**src/rtl/gf180mcu_fd_sc_mcu9t5v0__fillcap_seq_if.sv**
```systemverilog
// Control/status bundle between a power controller and the fillcap sequencer.
// The master drives the request side; the sequencer (slave) drives the enable bus and status.
interface gf180mcu_fd_sc_mcu9t5v0__fillcap_seq_if #(
  parameter int SEGMENTS = 16,
  parameter int DW       = 8,
  parameter int CW       = 7
);
  logic                REQ;
  logic [DW-1:0]       DWELL;
  logic                HOLD;
  logic [SEGMENTS-1:0] EN;
  logic [CW-1:0]       LEVEL;
  logic                BUSY;
  logic                ACK;

  modport master (
    output REQ, DWELL, HOLD,
    input  EN, LEVEL, BUSY, ACK
  );

  modport slave (
    input  REQ, DWELL, HOLD,
    output EN, LEVEL, BUSY, ACK
  );
endinterface

```
**src/rtl/gf180mcu_fd_sc_mcu9t5v0__fillcap_seq.sv**
```systemverilog
// Decap segment sequencer: ramps a thermometer enable bus one segment per dwell period
// toward the level requested by REQ, with freeze (HOLD) and mid-ramp reversal.
module gf180mcu_fd_sc_mcu9t5v0__fillcap_seq #(
  parameter int SEGMENTS = 16,
  parameter int DW       = 8,
  parameter int CW       = 7
) (
  input logic CLK,
  input logic RST,
  gf180mcu_fd_sc_mcu9t5v0__fillcap_seq_if.slave bus
);

  typedef enum logic [1:0] {
    OFF       = 2'd0,
    RAMP_UP   = 2'd1,
    ON        = 2'd2,
    RAMP_DOWN = 2'd3
  } state_t;

  localparam logic [CW-1:0] SEG_MAX = CW'(SEGMENTS);

  state_t              state_r, state_s;
  logic [CW-1:0]       level_r, level_s;
  logic [DW-1:0]       cnt_r, cnt_s;
  logic                pend_r, pend_s;
  logic                ack_r, ack_s;
  logic                busy_r;
  logic [SEGMENTS-1:0] en_r;
  logic [DW-1:0]       reload_s;
  logic                going_up_s;

  function automatic logic [SEGMENTS-1:0] therm(input logic [CW-1:0] lvl);
    logic [SEGMENTS-1:0] t;
    t = {SEGMENTS{1'b0}};
    for (int i = 0; i < SEGMENTS; i++) begin
      t[i] = (CW'(i) < lvl);
    end
    return t;
  endfunction

  // Dwell reload value; a programmed dwell of zero behaves as one cycle
  always_comb begin
    if (bus.DWELL == {DW{1'b0}}) begin
      reload_s = {DW{1'b0}};
    end else begin
      reload_s = bus.DWELL - DW'(1);
    end
  end

  // Next-state and step logic
  always_comb begin
    state_s    = state_r;
    level_s    = level_r;
    cnt_s      = cnt_r;
    pend_s     = pend_r;
    ack_s      = 1'b0;
    going_up_s = (state_r == RAMP_UP);
    case (state_r)
      OFF: begin
        if (bus.REQ) begin
          state_s = RAMP_UP;
          level_s = CW'(1);
          cnt_s   = reload_s;
          pend_s  = 1'b0;
        end else begin
          state_s = OFF;
        end
      end
      ON: begin
        if (!bus.REQ) begin
          state_s = RAMP_DOWN;
          level_s = level_r - CW'(1);
          cnt_s   = reload_s;
          pend_s  = 1'b0;
        end else begin
          state_s = ON;
        end
      end
      RAMP_UP, RAMP_DOWN: begin
        if (bus.REQ != going_up_s) begin
          // Reversal never moves LEVEL; under HOLD the reload waits for release
          state_s = bus.REQ ? RAMP_UP : RAMP_DOWN;
          if (bus.HOLD) begin
            pend_s = 1'b1;
          end else begin
            cnt_s  = reload_s;
            pend_s = 1'b0;
          end
        end else if (bus.HOLD) begin
          state_s = state_r;
        end else if (pend_r) begin
          cnt_s  = reload_s;
          pend_s = 1'b0;
        end else if (cnt_r == {DW{1'b0}}) begin
          cnt_s = reload_s;
          if (going_up_s && (level_r < SEG_MAX)) begin
            level_s = level_r + CW'(1);
            if (level_r + CW'(1) == SEG_MAX) begin
              state_s = ON;
              ack_s   = 1'b1;
            end else begin
              state_s = RAMP_UP;
            end
          end else if (!going_up_s && (level_r != {CW{1'b0}})) begin
            level_s = level_r - CW'(1);
            if (level_r == CW'(1)) begin
              state_s = OFF;
              ack_s   = 1'b1;
            end else begin
              state_s = RAMP_DOWN;
            end
          end else begin
            state_s = state_r;
          end
        end else begin
          cnt_s = cnt_r - DW'(1);
        end
      end
      default: begin
        state_s = OFF;
        level_s = {CW{1'b0}};
        cnt_s   = {DW{1'b0}};
        pend_s  = 1'b0;
      end
    endcase
  end

  // State and registered outputs; reset collapses all enables in one cycle
  always_ff @(posedge CLK) begin
    if (RST) begin
      state_r <= OFF;
      level_r <= {CW{1'b0}};
      cnt_r   <= {DW{1'b0}};
      pend_r  <= 1'b0;
      ack_r   <= 1'b0;
      busy_r  <= 1'b0;
      en_r    <= {SEGMENTS{1'b0}};
    end else begin
      state_r <= state_s;
      level_r <= level_s;
      cnt_r   <= cnt_s;
      pend_r  <= pend_s;
      ack_r   <= ack_s;
      busy_r  <= (state_s == RAMP_UP) || (state_s == RAMP_DOWN);
      en_r    <= therm(level_s);
    end
  end

  assign bus.EN    = en_r;
  assign bus.LEVEL = level_r;
  assign bus.BUSY  = busy_r;
  assign bus.ACK   = ack_r;

endmodule

```
**src/flat_wrapper.sv**
```systemverilog
// flat-port wrapper written by rule: the top's interface ports become plain ports
module gf180mcu_fd_sc_mcu9t5v0__fillcap_seq_flat 
#(
  parameter int SEGMENTS = 16,
  parameter int DW       = 8,
  parameter int CW       = 7
)
  (CLK, RST, bus_REQ, bus_DWELL, bus_HOLD, bus_EN, bus_LEVEL, bus_BUSY, bus_ACK);
  gf180mcu_fd_sc_mcu9t5v0__fillcap_seq_if #(.SEGMENTS(SEGMENTS), .DW(DW), .CW(CW)) bus_i ();
  input logic CLK;
  input logic RST;
  input wire logic [$bits(bus_i.REQ)-1:0] bus_REQ;
  input wire logic [$bits(bus_i.DWELL)-1:0] bus_DWELL;
  input wire logic [$bits(bus_i.HOLD)-1:0] bus_HOLD;
  output wire logic [$bits(bus_i.EN)-1:0] bus_EN;
  output wire logic [$bits(bus_i.LEVEL)-1:0] bus_LEVEL;
  output wire logic [$bits(bus_i.BUSY)-1:0] bus_BUSY;
  output wire logic [$bits(bus_i.ACK)-1:0] bus_ACK;
  assign bus_i.REQ = bus_REQ;
  assign bus_i.DWELL = bus_DWELL;
  assign bus_i.HOLD = bus_HOLD;
  assign bus_EN = bus_i.EN;
  assign bus_LEVEL = bus_i.LEVEL;
  assign bus_BUSY = bus_i.BUSY;
  assign bus_ACK = bus_i.ACK;
  gf180mcu_fd_sc_mcu9t5v0__fillcap_seq #(.SEGMENTS(SEGMENTS), .DW(DW), .CW(CW)) u_core (.CLK(CLK), .RST(RST), .bus(bus_i));
endmodule
```
**config.mk**
```make
export PLATFORM = sky130hd
export DESIGN_NAME = gf180mcu_fd_sc_mcu9t5v0__fillcap_seq_flat
export DESIGN_NICKNAME = d
export VERILOG_FILES = /design/src/rtl/gf180mcu_fd_sc_mcu9t5v0__fillcap_seq_if.sv /design/src/rtl/gf180mcu_fd_sc_mcu9t5v0__fillcap_seq.sv /design/src/flat_wrapper.sv
export SDC_FILE = /design/constraint.sdc
export NUM_CORES = 1
export LEC_CHECK = 0
export ABC_AREA = 1
export BUFFER_PORTS_ARGS = -buffer_cell sky130_fd_sc_hd__clkbuf_2
export CORE_MARGIN = 3
export CORE_UTILIZATION = 50
export CTS_BUF_LIST = sky130_fd_sc_hd__clkbuf_8
export DETAILED_ROUTE_END_ITERATION = 10
export PLACE_DENSITY = 0.76
export SLEW_MARGIN = 40
export SYNTH_ARGS = -nofsm -noshare
export SYNTH_HDL_FRONTEND = slang
export SYNTH_SLANG_ARGS = --single-unit
```
**constraint.sdc**
```tcl
create_clock -name CLK -period 4.2 [get_ports CLK]
set_clock_uncertainty 0.2 [all_clocks]
set_input_delay 0 -clock CLK [delete_from_list [all_inputs] [get_ports CLK]]
set_output_delay 0 -clock CLK [all_outputs]
set_load 0.05 [all_outputs]
```
# Word level (Yosys, flattened, before mapping)
# Index checks and enable logic that the tools add are counted.
# word_totals
reg_bits,36
in_bits,12
word_cells,94
# classes
add_sub_neg,4
order_cmp,17
n_eq_ne,12
muxes,40
n_bitwise,2
reduce_logical,12
# op_table
op,count
8-bit 2-to-1 mux,8
"4-bit by 7-bit < comparator with 1-bit output, first input constant",8
7-bit 2-to-1 mux,8
"3-bit by 7-bit < comparator with 1-bit output, first input constant",4
8-bit one-hot mux with 3 select lines,1
7-bit one-hot mux with 3 select lines,1
2-bit 2-to-1 mux,9
8-bit logical NOT,2
"8-bit by 1-bit subtractor with 8-bit output, second input constant",2
"1-bit by 7-bit < comparator with 1-bit output, first input constant",2
"2-bit by 7-bit < comparator with 1-bit output, first input constant",2
1-bit 2-to-1 mux,11
"7-bit by 1-bit adder with 7-bit output, second input constant",1
"7-bit by 1-bit equality test with 1-bit output, second input constant",1
"7-bit by 5-bit equality test with 1-bit output, second input constant",1
"7-bit by 5-bit < comparator with 1-bit output, second input constant",1
7-bit nonzero test,1
"7-bit by 1-bit subtractor with 7-bit output, second input constant",1
"2-bit equality test, second input constant",3
"2-bit inequality test, second input constant",3
2-bit one-hot mux with 3 select lines,1
3-bit AND reduction,2
6-bit OR reduction,1
"2-bit by 1-bit equality test with 1-bit output, second input constant",2
9 further kinds,11

# Longest topological paths before layout
# logic_depth
ltp_word,12
mapped_depth,16
mapped_depth_nobuf,16

# Least setup slack after synthesis
# Ideal clock, no wire load.
# synth_path
path_kind,flip-flop to flip-flop
from,"register u_core.level_r[0], in the netlist u_core.bus.LEVEL[0]"
to,"register u_core.en_r[4], in the netlist u_core.bus.EN[4]"
t_arrival_ns,2.085
required_ns,3.874
slack_ns,1.789
stages_incl_launch_ff,17
path_buffers,0
synth_period_minus_slack_ns,2.411
path_cell_list,dfxtp_1 -> inv_1 -> ha_1 -> inv_1 -> nor2_1 -> nand2_2 -> nand2_2 -> nand2_2 -> nand2_2 -> nand2_1 -> nand3_1 -> nand2_1 -> inv_1 -> nand2_1 -> nand2_1 -> nor2_1 -> nor2_1
# synth_via
elab_chain_len,10
word_cells_on_any_way,16
cone_classes,add/sub (2); order compare (2); mux (9); reduce/logical (3)
# synth_lines
item,line,source
"start, declared",gf180mcu_fd_sc_mcu9t5v0__fillcap_seq.sv:23,"logic [CW-1:0] level_r, level_s;"
"start signal, assigned",gf180mcu_fd_sc_mcu9t5v0__fillcap_seq.sv:132,level_r <= {CW{1'b0}};
"start signal, assigned",gf180mcu_fd_sc_mcu9t5v0__fillcap_seq.sv:140,level_r <= level_s;
branches (longest 8 deep; another with 7-bit by 1-bit subtractor with 7-bit output),n/a,
7-bit one-hot mux with 3 select lines *,gf180mcu_fd_sc_mcu9t5v0__fillcap_seq.sv:58,case (state_r)
3-bit by 7-bit < comparator with 1-bit output *,gf180mcu_fd_sc_mcu9t5v0__fillcap_seq.sv:36,t[i] = (CW'(i) < lvl);
"end signal, assigned",gf180mcu_fd_sc_mcu9t5v0__fillcap_seq.sv:137,en_r <= {SEGMENTS{1'b0}};
"end signal, assigned",gf180mcu_fd_sc_mcu9t5v0__fillcap_seq.sv:145,en_r <= therm(level_s);
"end, declared",gf180mcu_fd_sc_mcu9t5v0__fillcap_seq.sv:28,logic [SEGMENTS-1:0] en_r;
# Mark *: on every way between the ends.
# A chain may end at the register's enable or synchronous reset.

==> qor.csv <==
stage;metric;value;unit
outcome;status;finished, final reports clean;
logic_synthesis;ys_warn_count;0;
placement;pre_cts_slack;1.63;ns
global_routing;grt_antenna_before_repair;0;
logic_synthesis;synth_area;0.00231;mm2
logic_synthesis;netlist_instances;360;
worst_setup_path;end_kind;register;
sta;tightestPinTransition;0.585;ns
sta;fmax;0.353;GHz
final_layout;fin_nets;424;
global_routing;overflow;0;
worst_hold_path;hp-class;in -> reg;
route;vias_per_cell;5.14;
worst_hold_path;holdCritStartpoint;bus_DWELL[4];
final_layout;area_growth;15.8;%
clock_tree;cts_buffers;5;
route;drt_iter0_markers;163;
global_routing;grt_max_degree;17;
sta;timing.final.crit_period;2.83;ns
floorplan;coreArea;0.00441;mm2
floorplan;pin_count;37;
floorplan;die_h;74.0;um
clock_tree;htree_levels;2;
floorplan;row_count;24;
worst_setup_path;crit_chain;nor2_1 > nand2_1 > nand2_1 > a21oi_2 > inv_1 > a21oi_1 > o21ai_1 > a21oi_1 > dlygate4sd3_1;
clock_tree;cts_max_path_buffers;2;
clock_tree;cts_resized;0;
route;dr.pass1.iters;4;
pwr;cellPowerDensity;444;mW/mm2
logic_synthesis;syn_area_per_cell;6.42;um2
final_layout;multi_input_area;0.00135;mm2
worst_setup_path;cp_max_fo;15;
pwr;ir_drop;344;uV
worst_setup_path;max_stage_delay;0.67;ns
logic_synthesis;async_flop_share;0;
worst_setup_path;critPathArrivalTime;2.88;ns
logic_synthesis;ys_ff_latch;35;
pwr;power_leakage;1.44;nW
final_layout;finalNonFillerCells;457;
final_layout;seqCellArea;701;um2
clock_tree;clock_sinks;35;
clock_tree;ctsRootBufferMaster;clkbuf_8;
worst_setup_path;cp_num_buf_inv;2;
sta;grt_setup_unrepaired;no;
clock_tree;clk_latency;0.29;ns
global_routing;grt_pass1_wl;9.76;mm
worst_setup_path;cp.depth;9;
clock_tree;cts_tree;yes;
worst_setup_path;crit_path_start_kind;register;
worst_setup_path;path_delay_family;buffers and inverters;
global_routing;first_global_vias;2101;
route;route.detailed.wl_per_inst;12.7;um
clock_tree;path_clk_slew;0.08;ns
sta;min_period_over_period;0.675;
final_layout;diodes;0;
global_routing;track_usage;0.228;
worst_setup_path;cp-startpoint;u_core.bus.BUSY;
route;vias;2347;
worst_setup_path;reg2reg_from;u_core.bus.BUSY;
placement;numPortBuffers;36;
logic_synthesis;synth_fp_nets;380;
route;routed_wl;5.79;mm
final_layout;fill_cells;430;
sta;slew_headroom;0.610;
route;met1Wirelength;2.73;mm
route;drcViolationCount;0;
floorplan;initial_core_util;0.523;
final_layout;final_area;0.00267;mm2
clock_tree;postCtsSetupRepairBufs;0;
route;top_layer;met4;
logic_synthesis;synth_edf_count;0;
route;wl_met2;2.61;mm
placement;dp_cells;443;
clock_tree;cts_hold_buf;6;
route;ant_nets;0;
worst_setup_path;worstPathRequired;4.24;ns
sta;setup-tns-final;0;ns
logic_synthesis;synth.distinct_cells;38;
worst_setup_path;r2r_cells;9;
sta;final_hold_viol_count;0;
worst_setup_path;worstSetupPathType;reg -> reg;
sta;slew_violations;0;
worst_setup_path;cpMaxStageDelayCell;dfxtp_1;
logic_synthesis;synth_top_flop_cell;dfxtp_1;
floorplan;dieWidth;74.0;um
placement;hpwl;4.44;mm
placement;gp_routability_congestion;1.06;
worst_hold_path;hold_depth;5;
final_layout;drive_above_1_share;0.173;
route;route.met3.wl;284;um
sta;setup-violations-final;0;
sta;worst_slack;1.37;ns
floorplan;die_area;0.00547;mm2
logic_synthesis;yosysSeqAreaShare;0.303;
flow_run;max-cap-violations;0;
pwr;power.total;1.19;mW
placement;place_area;0.00252;mm2
==> sequential cells by signal (all words and copies together), names as in the netlist, named ones only <==
register,cells
u_core.bus.ACK,1
u_core.bus.BUSY,1
u_core.bus.EN,16
u_core.cnt_r,8
u_core.bus.LEVEL,7
u_core.pend_r,1
==> area by class of cell <==
class,count,share of cell area
clock buffers,5,0.0257
clock inverters,3,0.00936
inverters,59,0.0833
multi-input cells,261,0.505
flip-flops and latches,35,0.262
well taps,52,0.0243
repair buffers,42,0.0898
==> final timing paths <==
| check | to | slack, ns |
|---|---|---|
| max reg2reg | u_core.cnt_r[7] | 1.37 |
| max | u_core.cnt_r[7] | 1.37 |
| min reg2reg | u_core.pend_r | 0.31 |
| min | u_core.cnt_r[4] | 0.03 |
==> routing by layer <==
layer,track usage,vias up
li1,-,1233
met5,0,-
met2,0.348,72
met4,0.111,0
met3,0.0297,13
met1,0.318,1029
==> cells in the mapped netlist, types with 2 or more instances <==
library cell / n / area share
o22ai_1: 6 / 0.016
nor3_1: 5 / 0.011
nor2_2: 2 / 0.0054
inv_2: 6 / 0.0098
o211ai_1: 2 / 0.0065
a31oi_1: 2 / 0.0054
dfxtp_1: 35 / 0.30
o21ai_1: 4 / 0.0087
clkbuf_1: 2 / 0.0033
xor2_1: 10 / 0.038
nor2_1: 39 / 0.063
nand2_2: 8 / 0.022
o21ai_0: 16 / 0.035
nand3_1: 32 / 0.069
nand2_1: 91 / 0.15
nand4_1: 6 / 0.016
a21oi_1: 12 / 0.026
buf_6: 2 / 0.0098
nand3_2: 3 / 0.013
ha_1: 8 / 0.043
inv_1: 52 / 0.085
==> metrics by stage <==
step / utilization / hold WS, ns
finish: 0.606 / 0.0257
floorplan: - / 0.0589
global placement: 0.571 / 0.129
detailed placement: 0.571 / 0.131
CTS: 0.606 / 0.0151
global route: 0.606 / 0.0623
==> worst min-delay path: stages <==
cell and delay [ns]:
clkbuf_2 0.10, xor2_1 0.06, o21ai_0 0.15, nand4_1 0.09, o21ai_0 0.08
==> cells by family after synthesis <==
family | share of synthesized area
buf+inv | 0.112
simple gates | 0.385
compound gates | 0.115
flops | 0.303
xor+xnor | 0.0417
fa+ha+maj | 0.0433
==> power breakdown <==
part / leakage (nW) / switching [mW] / total (mW) / internal [mW]
registers: 0.286 / 0.0331 / 0.415 / 0.382
clock network: 0.0443 / 0.137 / 0.256 / 0.119
logic: 1.11 / 0.374 / 0.516 / 0.142
==> placed cells by master (no fill, tap or decap), types with 2 or more instances in the layout <==
master / count
clkbuf_2: 36
a21oi_1: 12
ha_1: 8
o22ai_1: 6
inv_2: 6
xor2_1: 10
clkbuf_8: 5
inv_1: 52
o21ai_0: 16
nand2_1: 91
nor3_1: 5
dfxtp_1: 35
nor2_2: 2
nand2_2: 8
clkinv_4: 2
nand3_1: 32
nand3_2: 3
o211ai_1: 2
dlygate4sd3_1: 6
o21ai_1: 4
nand4_1: 6
nor2_1: 39
a31oi_1: 2
Note: power is estimated with default switching activity, not from simulation.
